## src/rtl/msg_len_if.sv

```systemverilog
// Stream-monitor and length-output handshake bundle for msg_len_queue.
// The slave modport is the DUT's view, and the master modport is the environment's view.
`timescale 1ns/1ps
interface msg_len_if #(
  parameter int TKEEP_WIDTH = 8
);
  logic                   s_tvalid;
  logic                   s_tready;
  logic                   s_tlast;
  logic [TKEEP_WIDTH-1:0] s_tkeep;
  logic                   m_len_tvalid;
  logic                   m_len_tready;
  logic [15:0]            m_len_tdata;
  logic                   m_len_tuser;

  modport master (
    output s_tvalid, s_tready, s_tlast, s_tkeep, m_len_tready,
    input  m_len_tvalid, m_len_tdata, m_len_tuser
  );

  modport slave (
    input  s_tvalid, s_tready, s_tlast, s_tkeep, m_len_tready,
    output m_len_tvalid, m_len_tdata, m_len_tuser
  );
endinterface

```

## src/rtl/msg_len_queue.sv

```systemverilog
// Measures byte length of each message on a monitored stream and queues {saturated, length}.
// Optional feature macro MSG_LEN_QUEUE_STATS_EN adds msg_count/drop_count statistics outputs.
`timescale 1ns/1ps
module msg_len_queue #(
  parameter int TKEEP_WIDTH = 8,
  parameter int FIFO_DEPTH  = 4
) (
  input  logic        clk,
  input  logic        rst,
  msg_len_if.slave    bus,
`ifdef MSG_LEN_QUEUE_STATS_EN
  output logic [15:0] msg_count,
  output logic [15:0] drop_count,
`endif
  output logic        overflow
);
  localparam int AW = $clog2(FIFO_DEPTH);

  typedef enum logic {IDLE, ACCUM} state_t;

  state_t      state, state_nxt;
  logic [15:0] total, total_nxt;
  logic        sat_flag, sat_nxt;
  logic [16:0] acc;
  logic        acc_sat;
  logic        beat, push;
  logic [16:0] push_entry;

  logic [16:0] mem [FIFO_DEPTH];
  logic [AW:0] wr_ptr, rd_ptr;
  logic        empty, full, pop, push_ok, drop;

  function automatic logic [15:0] popcount(input logic [TKEEP_WIDTH-1:0] k);
    logic [15:0] c;
    c = '0;
    for (int i = 0; i < TKEEP_WIDTH; i++) c = c + {15'd0, k[i]};
    return c;
  endfunction

  // Returns {saturated, value}, clamping the sum at 16'hFFFF.
  function automatic logic [16:0] sat_add(input logic [15:0] a, input logic [15:0] b);
    logic [16:0] s;
    s = {1'b0, a} + {1'b0, b};
    return s[16] ? {1'b1, 16'hFFFF} : {1'b0, s[15:0]};
  endfunction

  assign beat = bus.s_tvalid && bus.s_tready;

  always_ff @(posedge clk or posedge rst) begin
    if (rst) begin
      state    <= IDLE;
      total    <= '0;
      sat_flag <= 1'b0;
    end else begin
      state    <= state_nxt;
      total    <= total_nxt;
      sat_flag <= sat_nxt;
    end
  end

  always_comb begin
    state_nxt  = state;
    total_nxt  = total;
    sat_nxt    = sat_flag;
    push       = 1'b0;
    push_entry = '0;
    acc        = sat_add((state == ACCUM) ? total : 16'd0, popcount(bus.s_tkeep));
    acc_sat    = acc[16] | ((state == ACCUM) & sat_flag);
    if (beat) begin
      if (bus.s_tlast) begin
        push       = 1'b1;
        push_entry = {acc_sat, acc[15:0]};
        state_nxt  = IDLE;
        total_nxt  = '0;
        sat_nxt    = 1'b0;
      end else begin
        state_nxt  = ACCUM;
        total_nxt  = acc[15:0];
        sat_nxt    = acc_sat;
      end
    end
  end

  // Length FIFO: extra pointer MSB separates full from empty.
  assign empty   = (wr_ptr == rd_ptr);
  assign full    = (wr_ptr[AW] != rd_ptr[AW]) && (wr_ptr[AW-1:0] == rd_ptr[AW-1:0]);
  assign pop     = !empty && bus.m_len_tready;
  assign push_ok = push && (!full || pop);
  assign drop    = push && full && !pop;

  always_ff @(posedge clk) begin
    if (push_ok) mem[wr_ptr[AW-1:0]] <= push_entry;
  end

  always_ff @(posedge clk or posedge rst) begin
    if (rst) begin
      wr_ptr   <= '0;
      rd_ptr   <= '0;
      overflow <= 1'b0;
    end else begin
      if (push_ok) wr_ptr <= wr_ptr + {{AW{1'b0}}, 1'b1};
      if (pop)     rd_ptr <= rd_ptr + {{AW{1'b0}}, 1'b1};
      if (drop)    overflow <= 1'b1;
    end
  end

  // Storage is not reset, so the output is masked to zero while the queue is empty.
  assign bus.m_len_tvalid = !empty;
  assign bus.m_len_tdata  = empty ? 16'd0 : mem[rd_ptr[AW-1:0]][15:0];
  assign bus.m_len_tuser  = empty ? 1'b0  : mem[rd_ptr[AW-1:0]][16];

`ifdef MSG_LEN_QUEUE_STATS_EN
  always_ff @(posedge clk or posedge rst) begin
    if (rst) begin
      msg_count  <= '0;
      drop_count <= '0;
    end else begin
      if (push_ok) msg_count  <= msg_count + 16'd1;
      if (drop)    drop_count <= drop_count + 16'd1;
    end
  end
`endif
endmodule
```

## src/flat_wrapper.sv

```systemverilog
// flat-port wrapper written by rule: the top's interface ports become plain ports
module msg_len_queue_flat 
#(
  parameter int TKEEP_WIDTH = 8,
  parameter int FIFO_DEPTH  = 4
)
  (clk, rst, overflow, bus_s_tvalid, bus_s_tready, bus_s_tlast, bus_s_tkeep, bus_m_len_tready, bus_m_len_tvalid, bus_m_len_tdata, bus_m_len_tuser);
  msg_len_if #(.TKEEP_WIDTH(TKEEP_WIDTH)) bus_i ();
  input  logic clk;
  input  logic rst;
  output logic overflow;
  input wire logic [$bits(bus_i.s_tvalid)-1:0] bus_s_tvalid;
  input wire logic [$bits(bus_i.s_tready)-1:0] bus_s_tready;
  input wire logic [$bits(bus_i.s_tlast)-1:0] bus_s_tlast;
  input wire logic [$bits(bus_i.s_tkeep)-1:0] bus_s_tkeep;
  input wire logic [$bits(bus_i.m_len_tready)-1:0] bus_m_len_tready;
  output wire logic [$bits(bus_i.m_len_tvalid)-1:0] bus_m_len_tvalid;
  output wire logic [$bits(bus_i.m_len_tdata)-1:0] bus_m_len_tdata;
  output wire logic [$bits(bus_i.m_len_tuser)-1:0] bus_m_len_tuser;
  assign bus_i.s_tvalid = bus_s_tvalid;
  assign bus_i.s_tready = bus_s_tready;
  assign bus_i.s_tlast = bus_s_tlast;
  assign bus_i.s_tkeep = bus_s_tkeep;
  assign bus_i.m_len_tready = bus_m_len_tready;
  assign bus_m_len_tvalid = bus_i.m_len_tvalid;
  assign bus_m_len_tdata = bus_i.m_len_tdata;
  assign bus_m_len_tuser = bus_i.m_len_tuser;
  msg_len_queue #(.TKEEP_WIDTH(TKEEP_WIDTH), .FIFO_DEPTH(FIFO_DEPTH)) u_core (.clk(clk), .rst(rst), .bus(bus_i), .overflow(overflow));
endmodule
```

## config.mk

```make
export PLATFORM = sky130hd
export DESIGN_NAME = msg_len_queue_flat
export DESIGN_NICKNAME = d
export VERILOG_FILES = /design/src/rtl/msg_len_if.sv /design/src/rtl/msg_len_queue.sv /design/src/flat_wrapper.sv
export SDC_FILE = /design/constraint.sdc
export NUM_CORES = 1
export LEC_CHECK = 0
export ABC_AREA = 1
export CAP_MARGIN = 20
export CORE_ASPECT_RATIO = 1.25
export CORE_UTILIZATION = 64
export CTS_CLUSTER_DIAMETER = 40
export CTS_CLUSTER_SIZE = 10
export DETAILED_ROUTE_END_ITERATION = 12
export GPL_ROUTABILITY_DRIVEN = 0
export GPL_TIMING_DRIVEN = 0
export PLACE_DENSITY = 0.86
export SLEW_MARGIN = 20
export SYNTH_ARGS = -nofsm -noshare
export SYNTH_HDL_FRONTEND = slang
export SYNTH_SLANG_ARGS = --single-unit
export TNS_END_PERCENT = 100
```

## constraint.sdc

```tcl
create_clock -name clk -period 4.45 [get_ports clk]
set_clock_uncertainty 0.2 [all_clocks]
set_input_delay 0.6675 -clock clk [delete_from_list [all_inputs] [get_ports clk]]
set_output_delay 0.6675 -clock clk [all_outputs]
set_load 0.05 [all_outputs]
```

==> flow_metrics.tcl <==
set metrics [dict create \
    status "completed" \
    grt_usage 0.3141 \
    p_per_area_nw_per_um2 605.9 \
    drt_iter0_markers 510 \
    use_met1 0.3632 \
    nFillCells 404 \
    rows 34 \
    worstPathArrival_ns 4.29 \
    path_clk_slew_ns 0.09 \
    hp-class "register to register" \
    port_buffers 32 \
    insertedDiodeCount 0 \
    via_per_inst 5.912 \
    seq_area_frac_synth 0.5552 \
    wirelength_um 11550 \
    cp_slowest_cell "fa_1" \
    initial_utilization 0.6763 \
    globalRouteOverflowTotal 0 \
    die-area_um2 7860 \
    first_pass_iters 5 \
    period_minus_slack_ns 4.362 \
    cts_made_buffers 9 \
    maxCapViolCount 0 \
    fp.dieH_um 98.87 \
    area_growth_pct 18.39 \
    worst_slew_pin_slew_ns 0.9173 \
    vias 3955 \
    cp_num_buf_inv 5 \
    ys.flop_type "edfxtp_1" \
    grt_pass1_vias 3907 \
    worst-path-max-fanout 6 \
    pre_cts_slack_ns -0.6971 \
    synthesis.nets 549 \
    critPathTopFamily "adder cells" \
    yosys_warnings 0 \
    fin_ws_ns 0.08793 \
    slew_viol_final 0 \
    power_uw 3447 \
    clk-insertion-delay-late_ns 0.37 \
    core_um2 7104 \
    ios 33 \
    yosysUniqueCellTypes 32 \
    start_kind "input pin" \
    yosys-top-cells-area "edfxtp_1, dfrtp_1, nand2_1" \
    irDropWorstVdd_uv 527.8 \
    yosys.area.top_type_share 0.4250 \
    synth_edf_count 68 \
    cts_tree "yes" \
    clock_path_buffers 2 \
    yosysTopAreaCell "edfxtp_1" \
    crit_chain "dlygate4sd2_1 -> ha_1 -> inv_2 -> fa_1 -> fa_1 -> fa_2 -> inv_2 -> fa_2 -> fa_2 -> a21oi_4 -> nor2_4 -> buf_4 -> nand3_1 -> nand3_1 -> nand2_1 -> inv_2" \
    gr-max-usage-layer "met2" \
    grt_use_met3 0.06019 \
    cpPeakStageDelay_ns 0.51 \
    grt_pass1_wl_um 18380 \
    die_w_um 79.50 \
    p_leak_uw 0.002607 \
    dp_hpwl_um 7386 \
    finalSetupTns_ns 0 \
    avgSynthCellArea_um2 9.275 \
    drive_gt1_frac 0.1520 \
    synth.cell_area_um2 4805 \
    synth_common_cells "nand2_1, nor2_1, edfxtp_1" \
    final_nets 605 \
    finalCritPeriodShare 0.9802 \
    final_antenna_net_count 0 \
    fmax_ghz 0.2292 \
    rsz0062_at_grt "no" \
    max_slew_margin 0.3847 \
    synth_most_common_cell "nand2_1" \
    antenna_found_initial 0 \
    crit_required_ns 4.38 \
    grt_start_max_net_pins 26 \
    drc_errors 0 \
    clock_sinks 93 \
    h-tree-depth 3 \
    finalHoldViolCount 0 \
    cts_hold_buf 0 \
    ys_ff_latch 93 \
    endpoint_kind "register" \
    clock-root-buffer "clkbuf_8" \
    synthArstFlopShare 0.2688 \
    setup_viol 0 \
    path_class "input pin to register" \
    wire_per_inst_um 17.26 \
    synth_cells 518 \
    met2_usage 0.5483 \
]
worst reg2reg max path: cells and delay by family (launching register included):
family	cells	cell delay [ns]
buffers and inverters	6	0.74
flip-flops	1	0.38
AO/OA/AOI/OAI	1	0.24
AND/OR/NAND/NOR	5	0.46
adder cells (fa/ha/maj)	2	0.64
cell type report:
class | count | area, µm² | area share
repair buffers | 44 | 430.4 | 0.07567
clock buffers | 10 | 127.6 | 0.02244
well taps | 90 | 112.6 | 0.01980
multi-input cells | 336 | 1886 | 0.3315
inverters | 71 | 271.5 | 0.04773
clock inverters | 6 | 92.59 | 0.01628
plain buffers | 19 | 100.1 | 0.01760
flip-flops and latches | 93 | 2668 | 0.4690
power by group:
group          switching (µW)  leakage, µW  internal [µW]
clock                     304     0.000104            321
sequential               38.9     0.000994           1000
combinational            1210      0.00151            565
state kept, by name, summed over array words and instances, names as in the netlist:
register and cells:
u_core.wr_ptr 3, u_core.total 16, u_core.mem 68, u_core.state 1
u_core.overflow 1, u_core.sat_flag 1, u_core.rd_ptr 3
cell usage in the layout (no fill, tap or decap), types with 6 or more instances in the layout:
| cell | Yosys | routed |
|---|---|---|
| nand3_2 | 5 | 7 |
| o32ai_1 | 17 | 17 |
| nand2_1 | 132 | 128 |
| inv_1 | 66 | 61 |
| nand3_1 | 25 | 23 |
| nor2_1 | 81 | 71 |
| buf_4 | 0 | 7 |
| nor2_2 | 2 | 12 |
| buf_2 | 8 | 8 |
| inv_2 | 3 | 7 |
| nand2_2 | 5 | 9 |
| clkdlybuf4s50_1 | 0 | 30 |
| dfrtp_1 | 25 | 25 |
| xor2_1 | 7 | 6 |
| edfxtp_1 | 68 | 68 |
| clkbuf_8 | 0 | 9 |
| ha_1 | 12 | 12 |
| o21ai_0 | 18 | 18 |
| clkbuf_1 | 8 | 9 |
path summary, 6_finish.rpt:
kind | from | endpoint | slack, ns | cells after the start
worst max-delay path | bus_s_tkeep[0] | u_core.mem[3][10] | 0.09 | 16
worst min-delay path | u_core.overflow | u_core.overflow | 0.28 | 1
worst max register to register | u_core.state | u_core.mem[3][10] | 1.56 | 14
worst min register to register | u_core.overflow | u_core.overflow | 0.28 | 1
max in group asynchronous | rst | u_core.total[15] | 3.13 | 2
min in group asynchronous | rst | u_core.total[0] | 0.48 | 2
metal layers:
layer  routed length (µm)  vias up
met1                 4238     1840
li1                     -     1799
met2                 5977      263
met4                  439        0
met5                    0        -
met3                  893       53
stage by stage:
step | area, µm² | hold WS (ns) | utilization | cells
floorplan | 4808 | 0.2487 | - | 518
global route | 5688 | 0.3087 | 0.8006 | 669
global placement | 5241 | 0.2614 | 0.7378 | 640
finish | 5688 | 0.2818 | 0.8006 | 669
CTS | 5632 | 0.2858 | 0.7927 | 667
detailed placement | 5300 | 0.2645 | 0.7460 | 644
kinds of logic after synthesis:
family	after synthesis	synth area share
buf+inv	90	0.07682
flops	93	0.5552
xor+xnor	10	0.01823
compound gates	49	0.06536
fa+ha+maj	17	0.05208
simple gates	259	0.2323
timing repair:
action                                  in CTS  in global routing
setup buffers                                6                  2
pin swaps                                   15                 12
resized for setup                           24                  9
gates cloned                                 1                  0
endpoints found under the setup margin      82                 74
Note: power is estimated with default switching activity, not from simulation.
